## src/rtl/key_expand_pkg.sv

```systemverilog
// Shared definitions for the AES-128 key expansion controller: FSM encoding,
// schedule limits and the GF(2^8) helpers used by the round-constant update.
package key_expand_pkg;

  typedef enum logic [1:0] {
    ST_IDLE   = 2'd0,
    ST_LOAD   = 2'd1,
    ST_EXPAND = 2'd2,
    ST_DONE   = 2'd3
  } state_t;

  localparam logic [5:0] LAST_IDX   = 6'd43;
  localparam logic [7:0] RCON_INIT  = 8'h01;
  localparam logic [7:0] XTIME_POLY = 8'h1B;

  // Multiply by x in GF(2^8), reducing by the AES polynomial.
  function automatic logic [7:0] xtime(input logic [7:0] b);
    return {b[6:0], 1'b0} ^ (b[7] ? XTIME_POLY : 8'h00);
  endfunction

  function automatic logic [31:0] rot_word(input logic [31:0] w);
    return {w[23:0], w[31:24]};
  endfunction

endpackage

```

## src/rtl/key_word_step.sv

```systemverilog
// One step of the AES-128 key schedule: w[i] = w[i-4] ^ temp, where temp is
// the substituted word plus round constant on every fourth word, else w[i-1].
module key_word_step
  import key_expand_pkg::*;
(
  input  logic [31:0] w_prev4,
  input  logic [31:0] w_prev1,
  input  logic [31:0] sub_word,
  input  logic [7:0]  rcon,
  input  logic        rcon_step,
  output logic [31:0] w_next
);

  logic [31:0] temp;

  always_comb begin
    temp = w_prev1;
    if (rcon_step) begin
      temp = sub_word ^ {rcon, 24'h0};
    end
    w_next = w_prev4 ^ temp;
  end

endmodule

```

## src/rtl/key_expand_ctrl.sv

```systemverilog
// AES-128 key expansion controller: streams w0..w43 over a valid/ready
// handshake, using an external combinational S-box for SubWord.
module key_expand_ctrl
  import key_expand_pkg::*;
(
  input  logic         clk,
  input  logic         rst,
  input  logic         start,
  input  logic [127:0] key_in,
  output logic [31:0]  sbox_in,
  input  logic [31:0]  sbox_out,
  output logic         w_valid,
  input  logic         w_ready,
  output logic [31:0]  w_out,
  output logic [5:0]   w_index,
  output logic         busy,
  output logic         done
);

  state_t      state;
  logic [31:0] win [4];
  logic [7:0]  rcon;
  logic        accept;
  logic        rcon_step;
  logic [1:0]  load_sel;
  logic [31:0] w_next;

  assign accept    = w_valid && w_ready;
  assign load_sel  = w_index[1:0] + 2'd1;
  // The word being computed is w_index+1, so it takes the S-box path when w_index%4==3.
  assign rcon_step = (w_index[1:0] == 2'd3);
  assign sbox_in   = (state == ST_IDLE) ? 32'h0 : rot_word(win[3]);

  key_word_step u_step (
    .w_prev4   (win[0]),
    .w_prev1   (win[3]),
    .sub_word  (sbox_out),
    .rcon      (rcon),
    .rcon_step (rcon_step),
    .w_next    (w_next)
  );

  always_ff @(posedge clk) begin
    if (rst) begin
      state   <= ST_IDLE;
      w_valid <= 1'b0;
      w_out   <= '0;
      w_index <= '0;
      busy    <= 1'b0;
      done    <= 1'b0;
      rcon    <= RCON_INIT;
      for (int k = 0; k < 4; k++) begin
        win[k] <= '0;
      end
    end else begin
      case (state)
        ST_IDLE: begin
          done <= 1'b0;
          if (start) begin
            win[0]  <= key_in[127:96];
            win[1]  <= key_in[95:64];
            win[2]  <= key_in[63:32];
            win[3]  <= key_in[31:0];
            w_out   <= key_in[127:96];
            w_index <= '0;
            w_valid <= 1'b1;
            busy    <= 1'b1;
            rcon    <= RCON_INIT;
            state   <= ST_LOAD;
          end
        end
        ST_LOAD: begin
          if (accept) begin
            if (w_index == 6'd3) begin
              // Window already holds w0..w3; w4 is produced as w3 is taken.
              w_out   <= w_next;
              win[0]  <= win[1];
              win[1]  <= win[2];
              win[2]  <= win[3];
              win[3]  <= w_next;
              w_index <= w_index + 6'd1;
              state   <= ST_EXPAND;
            end else begin
              w_out   <= win[load_sel];
              w_index <= w_index + 6'd1;
            end
          end
        end
        ST_EXPAND: begin
          if (accept) begin
            if (w_index == LAST_IDX) begin
              w_valid <= 1'b0;
              busy    <= 1'b0;
              done    <= 1'b1;
              state   <= ST_DONE;
            end else begin
              w_out   <= w_next;
              win[0]  <= win[1];
              win[1]  <= win[2];
              win[2]  <= win[3];
              win[3]  <= w_next;
              w_index <= w_index + 6'd1;
              if (w_index[1:0] == 2'd0) begin
                rcon <= xtime(rcon);
              end
            end
          end
        end
        ST_DONE: begin
          done  <= 1'b0;
          state <= ST_IDLE;
        end
        default: state <= ST_IDLE;
      endcase
    end
  end

endmodule
```

## config.mk

```make
export PLATFORM = sky130hd
export DESIGN_NAME = key_expand_ctrl
export DESIGN_NICKNAME = d
export VERILOG_FILES = /design/src/rtl/key_expand_pkg.sv /design/src/rtl/key_word_step.sv /design/src/rtl/key_expand_ctrl.sv
export SDC_FILE = /design/constraint.sdc
export NUM_CORES = 1
export LEC_CHECK = 0
export BUFFER_PORTS_ARGS = -buffer_cell sky130_fd_sc_hd__buf_2
export CAP_MARGIN = 20
export CORE_MARGIN = 2
export CORE_UTILIZATION = 50
export CTS_CLUSTER_SIZE = 30
export DETAILED_ROUTE_END_ITERATION = 8
export GPL_TIMING_DRIVEN = 0
export PLACE_DENSITY = 0.74
export SETUP_SLACK_MARGIN = 0.2
export SLEW_MARGIN = 20
export SYNTH_ARGS = -nofsm -noshare
export SYNTH_HDL_FRONTEND = slang
export SYNTH_SLANG_ARGS = --single-unit
```

## constraint.sdc

```tcl
create_clock -name clk -period 4.29 [get_ports clk]
set_input_delay 0.2145 -clock clk [delete_from_list [all_inputs] [get_ports clk]]
set_output_delay 0.2145 -clock clk [all_outputs]
set_load 0.05 [all_outputs]
```

==> results of run 1 <==
-- final cells by class --
type                            instances  share of cell area
Sequential cell                       178               0.389
Multi-Input combinational cell        677               0.388
Inverter                               12             0.00362
Clock buffer                           17              0.0342
Buffer                                 85              0.0356
Antenna cell                            2            0.000402
Timing Repair Buffer                  255               0.108
Clock inverter                         15              0.0134
Tap cell                              270              0.0272
-- sequential cells by signal (all words and copies together), names as in the netlist --
register,cells
busy,1
win,128
state,2
w_index,6
rcon,8
w_out,32
done,1
-- cells in the final DEF, fill, tap and decap left out, drive strengths merged, types with 7 or more instances in the layout --
| master | n |
|---|---|
| a21oi | 19 |
| a22o | 64 |
| nor2b | 36 |
| mux2i | 25 |
| a211o | 9 |
| ha | 7 |
| a221oi | 31 |
| nor3 | 27 |
| o21ai | 68 |
| inv | 12 |
| o211ai | 13 |
| mux4 | 32 |
| mux2 | 23 |
| edfxtp | 128 |
| nand3 | 25 |
| dfxtp | 50 |
| nor2 | 48 |
| o221ai | 8 |
| buf | 295 |
| clkinv | 10 |
| nand2b | 8 |
| clkbuf | 62 |
| xnor2 | 32 |
| nor4 | 25 |
| a22oi | 8 |
| nand2 | 144 |
-- power groups by stage --
| stage | Clock [mW] | Sequential, mW | Combinational [mW] |
|---|---|---|---|
| finish | 1.61 | 2.81 | 4.18 |
| global route | 1.67 | 2.85 | 4.42 |
| CTS | 1.60 | 2.79 | 4.12 |
| detailed placement | 0 | 2.82 | 4.11 |
| global placement | 0 | 2.84 | 3.94 |
| floorplan | 0 | 3.13 | 2.53 |
-- per-stage QoR --
step / instances / TNS, ns / power [mW] / util
6_report: 1511 / 0 / 8.60 / 0.619
3_3_place_gp: 1457 / -60.40 / 6.78 / 0.581
2_1_floorplan: 952 / 0 / 5.66 / -
5_1_grt: 1510 / 0 / 8.94 / 0.619
3_5_place_dp: 1477 / 0 / 6.93 / 0.589
4_1_cts: 1509 / 0 / 8.52 / 0.618
-- worst max-delay path, delay by kind of cell, from the launching register on --
family                     cells  cell delay [ns]
muxes                          2             0.68
DFF                            1             0.40
buffers and inverters          6             1.84
AOI/OAI and AO/OA              1             0.32
adders and majority gates      1             0.29
and+or+nand+nor                1             0.08
-- worst max-delay path by stage --
stage | startpoint | endpoint | depth (start not counted)
global placement | state[1] | win[3][20] | 7
finish | w_index[0] | w_out[7] | 11
global route | w_index[0] | w_out[18] | 11
detailed placement | w_index[0] | w_out[7] | 11
floorplan | w_index[1] | win[0][0] | 6
CTS | w_index[0] | w_out[7] | 11
-- per-layer routing --
| layer | track usage | vias up | share of wire |
|---|---|---|---|
| li1 | - | 4151 | - |
| met1 | 0.409 | 4448 | 0.38 |
| met2 | 0.509 | 691 | 0.47 |
| met3 | 0.0834 | 102 | 0.12 |
| met4 | 0.124 | 2 | 0.037 |
| met5 | 0 | - | 0.00038 |
-- kinds of logic after synthesis --
logic type / Yosys count / share of synthesized area
adders and majority gates: 7 / 0.00862
xor gates and xnor gates: 35 / 0.0302
buffers and inverters: 97 / 0.0480
and+or+nand+nor: 322 / 0.147
AOI/OAI and AO/OA: 233 / 0.168
DFF: 178 / 0.477
muxes: 80 / 0.121
==> flow_summary.toml, run 1 <==
[status]
status = "completed"

[sta]
tightest_slew_ns = 1.03
post-route-min-period_ns = 3.74
finClkSkew_ns = 0.00836
timing.hold.ws_ns = 0.0647
finalMaxSlewViolations = 0
rsz0062_at_grt = "false"
final.period_utilization = 0.872
finalWorstSetupSlack_ns = 0.550
timing_hold_violations_final = 0
setup_viol = 0
slew_headroom = 0.313
clock.fmax_mhz = 267

[logic_synthesis]
yosysWarnings = 0
ys_seq_elements = 178
synth.area.top_cells = "edfxtp_1 (38%), dfxtp_1 (9.8%), mux4_2 (7.1%), a22o_1 (5.5%), nand2_1 (5.3%)"
synth_edf_count = 128
synth_area_per_cell_sq_um = 10.7
synth.largest_area_cell = "edfxtp_1"
syn-num-nets = 1123
seq_area_frac_synth = 0.477
ys_top_cells_by_count = "nand2_1 (144), edfxtp_1 (128), o21ai_0 (67)"
ys.flop_type = "edfxtp_1"
synth_cell_type_count = 52
syn_inst = 952
yosysMostFrequentCell = "nand2_1"
yosysTopAreaCellShare = 0.378
async_reset_ff_frac = 0
synth_area_sq_um = 10200

[cts]
insertion_delay_ns = 0.44
cts_root_buf = "clkbuf_16"
clock_path_buffers = 2
clkTransAtPathRegs_ns = 0.07
post_cts_resize_count = 0
cts_setup_buffers = 0
ctsHoldBuffers = 0
cts_made_buffers = 17
htreeDepth = 4
cts_tree = "yes"
clock_sinks = 178

[setup_path]
slowest_delay_ns = 0.57
cp-start-kind = "flop"
cp_data_arrival_time_ns = 4.04
path_common_cell = "buf_4"
r2r-end = "w_out[7]"
r2r_slack_ns = 0.55
r2r_start = "w_index[0]"
worst_path_max_delay_cell = "clkbuf_1"
crit_chain = "buf_4, buf_4, buf_4, inv_1, ha_1, clkbuf_1, clkbuf_1, mux4_2, mux2_1, a221oi_1, nor4_1"
reg2reg_depth = 11
cp-end-kind = "flop"
worstSetupPathType = "reg -> reg"
cp_data_required_time_ns = 4.59
path_max_fanout = 10

[worst_hold_path]
whs_path_depth = 2
hold_start = "key_in[29]"
hold_path_class = "in -> reg"
hold_end = "win[3][29]"

[cells_and_area]
multiInputGateArea_sq_um = 4830
fin_area_sq_um = 12400
syn2layout_area_growth_pct = 22.4
nNetsFinal = 1397
seqCellArea_sq_um = 4840
fill_cells = 1674
post_route_cells_drive_above_1_share = 0.300

[grt]
grt_max_degree = 17
grt_first_pass_wirelength_um = 51200
grt_overflow = 0
grt_antenna_before_repair = 3
grt_pass1_vias = 9219
track_usage = 0.316

[die]
ioPinCount = 237
die_w_um = 147
placement_rows = 52
die_y_um = 147
initial_core_util = 0.505
coreArea_sq_um = 20100
dieArea_sq_um = 21500

[power_and_ir_drop]
p_sw_mw = 3.85
swShare = 0.448
p_clk_frac = 0.187
max-vdd-ir-drop_mv = 0.402
seq_power_share = 0.327
power_frac_comb = 0.486
p_int_mw = 4.75
power-per-cell-area_nw_per_um2 = 692
p_leak_nw = 4.89

[place]
gp_congestion = 0.911
dpl_cell_area_sq_um = 11800
pre_cts_ws_ns = 0.616
dp_hpwl_um = 25400
port_buffers = 235

[run]
cap_viol_max_count = 0

[detailed_routing]
drcViolationCount = 0
drt_iter0_drc = 943
post_drt_wl_per_cell_um = 22.7
dr.pass1.iters = 7
vias = 9394
drtAntennaViolNets = 0
wl_um = 34300
vias_per_cell = 6.22
No activity file was read; power rests on OpenSTA's default activity.
==> inputs of run 2 (changes only) <==
--- a/config.mk
+++ b/config.mk
@@ -5,6 +5,7 @@
 export SDC_FILE = /design/constraint.sdc
 export NUM_CORES = 1
 export LEC_CHECK = 0
+export ABC_AREA = 1
 export BUFFER_PORTS_ARGS = -buffer_cell sky130_fd_sc_hd__buf_2
 export CAP_MARGIN = 20
 export CORE_MARGIN = 2
@@ -12,7 +13,7 @@
 export CTS_CLUSTER_SIZE = 30
 export DETAILED_ROUTE_END_ITERATION = 8
 export GPL_TIMING_DRIVEN = 0
-export PLACE_DENSITY = 0.74
+export PLACE_DENSITY_LB_ADDON = 0.12
 export SETUP_SLACK_MARGIN = 0.2
 export SLEW_MARGIN = 20
 export SYNTH_ARGS = -nofsm -noshare
==> run 2 against run 1 <==
Die area grew 9.2%. Sequential cell count is the same. Synthesized cell count increased by 74%. Hold slack got worse by 0.032 ns. Critical path depth rose by 4. Final cell count rose by 47%. Count of clock-buffer cells in the layout increased by 7. Routed wire length up 18%.
==> flow_summary.toml, run 2 <==
[setup_path]
reg2reg_depth = 15
r2r_start = "w_index[0]"
cp_data_required_time_ns = 4.60
r2r_slack_ns = 0.96
path_max_fanout = 10
cp-start-kind = "flop"
cp-end-kind = "flop"
r2r-end = "w_out[10]"
worstSetupPathType = "reg -> reg"
cp_data_arrival_time_ns = 3.63

[power_and_ir_drop]
p_sw_mw = 3.82
p_total_mw = 8.17
swShare = 0.468
p_clk_frac = 0.209
power_frac_comb = 0.479
seq_power_share = 0.313
p_leak_nw = 6.72
max-vdd-ir-drop_mv = 0.422
power-per-cell-area_nw_per_um2 = 608
p_int_mw = 4.35

[place]
gp_congestion = 0.903
dp_hpwl_um = 29700
port_buffers = 235
dp.cells = 2182

[die]
dieArea_sq_um = 23500
die_y_um = 153
initial_core_util = 0.510
coreArea_sq_um = 21800
ioPinCount = 237
die_w_um = 153
placement_rows = 54

[sta]
tightest_slew_ns = 0.854
setup_viol = 0
timing.hold.ws_ns = 0.0325
rsz0062_at_grt = "false"
timing_hold_violations_final = 0
finalMaxSlewViolations = 0
slew_headroom = 0.431
post-route-min-period_ns = 3.33
finClkSkew_ns = 0.0128
setup_tns_ns = 0
clock.fmax_mhz = 301
final.period_utilization = 0.776

[cts]
cts_tree = "yes"
insertion_delay_ns = 0.46
clkTransAtPathRegs_ns = 0.07
cts_root_buf = "clkbuf_16"
post_cts_resize_count = 0
clock_path_buffers = 2
clock_sinks = 178
cts_setup_buffers = 0
ctsHoldBuffers = 0
cts_made_buffers = 17
htreeDepth = 4

[detailed_routing]
drcViolationCount = 0
dr.pass1.iters = 8
drt_iter0_drc = 1379
vias_per_cell = 5.52
post_drt_wl_per_cell_um = 18.2
drtAntennaViolNets = 0
wl_um = 40400
vias = 12200

[logic_synthesis]
yosysMostFrequentCell = "nand2_1"
ys.flop_type = "edfxtp_1"
seq_area_frac_synth = 0.436
synth_area_sq_um = 11100
syn-num-nets = 1825
yosysWarnings = 0
synth_area_per_cell_sq_um = 6.72
async_reset_ff_frac = 0
syn_inst = 1654
ys_top_cells_by_count = "nand2_1 (721), nand3_1 (220), nor2_1 (199)"
synth.largest_area_cell = "edfxtp_1"
synth_cell_type_count = 31
synth.area.top_cells = "edfxtp_1 (35%), nand2_1 (24%), nand3_1 (9.9%), dfxtp_1 (9.0%), nor2_1 (6.7%)"
yosysTopAreaCellShare = 0.346
ys_seq_elements = 178
synth_edf_count = 128

[grt]
grt_max_degree = 17
grt_antenna_before_repair = 0
track_usage = 0.338
grt_overflow = 0
grt_first_pass_wirelength_um = 61200
grt_pass1_vias = 11400

[cells_and_area]
nNetsFinal = 2092
final_common_cell = "nand2_1"
n_antenna_cell = 0
fin_cells = 2214
utilization = 0.616
most-common-layout-cells = "nand2_1 (721), buf_2 (278), nand3_1 (220)"
largest_reg_flops = 128
syn2layout_area_growth_pct = 20.8
reg.largest.list = "win x128, w_out x32, rcon x8"
top_register = "win"
post_route_cells_drive_above_1_share = 0.179

[worst_hold_path]
hold_end = "win[2][13]"
whs_path_depth = 3
hold_path_class = "in -> reg"
hold_start = "key_in[45]"

[run]
cap_viol_max_count = 0

[status]
status = "completed"
[run 2: cell type report]
class                   count  area, sq um
well taps                 280          350
repair buffers            248         1340
multi-input cells        1274         5410
clock inverters             8          124
fillers                  2076         8390
plain buffers             101          489
flip-flops and latches    178         4840
inverters                 101          379
clock buffers              24          503
[run 2: kinds of logic (layout without fill, tap and decap cells)]
family	count (synthesis)	count (layout)	synth area share
simple gates	1178	1178	0.435
fa+ha+maj	7	7	0.00787
buf+inv	202	482	0.0781
xor+xnor	5	5	0.00394
flops	178	178	0.436
compound gates	84	84	0.0397
[run 2: per-layer routing]
metal,GRT usage,wire (um),up-vias
met3,0.0578,4800,106
met1,0.454,15800,5523
met4,0.138,1420,0
li1,-,-,5814
met2,0.544,18400,788
met5,0,0,-
[run 2: how the worst max path moves through the flow]
stage                    start   endpoint  slack (ns)  cells after the start
floorplan           w_index[1]  win[0][0]        1.42                      6
CTS                 w_index[0]  w_out[10]        1.04                     15
global route        w_index[0]  w_out[10]        0.80                     15
detailed placement  w_index[0]  w_out[10]        1.10                     15
finish              w_index[0]  w_out[10]        0.96                     15
global placement    w_index[0]  win[3][8]        0.35                      6
[run 2: metrics by stage]
stage               worst slack [ns]  instance area [sq um]
finish                         0.963                  13400
floorplan                       1.42                  11100
global placement               0.351                  12600
CTS                             1.04                  13400
detailed placement              1.10                  12800
global route                   0.800                  13400
[run 2: power by group through the flow]
stage	clock network, mW	registers [mW]	logic, mW
5_1_grt	1.75	2.59	4.24
6_report	1.70	2.55	3.91
4_1_cts	1.69	2.54	3.84
3_3_place_gp	0	2.58	3.71
3_5_place_dp	0	2.57	3.81
2_1_floorplan	0	2.80	2.37
[run 2: critical path: stages (launching register included)]
cell and delay, ns:
dfxtp_1 0.43, clkbuf_1 0.22, inv_1 0.09, buf_2 0.21
buf_2 0.23, ha_1 0.31, clkbuf_1 0.21, inv_1 0.20
buf_1 0.51, nand3_1 0.15, nand2_1 0.10, nor2_1 0.05
nor2_1 0.14, nand2_1 0.09, nand2_1 0.14, a21oi_1 0.08
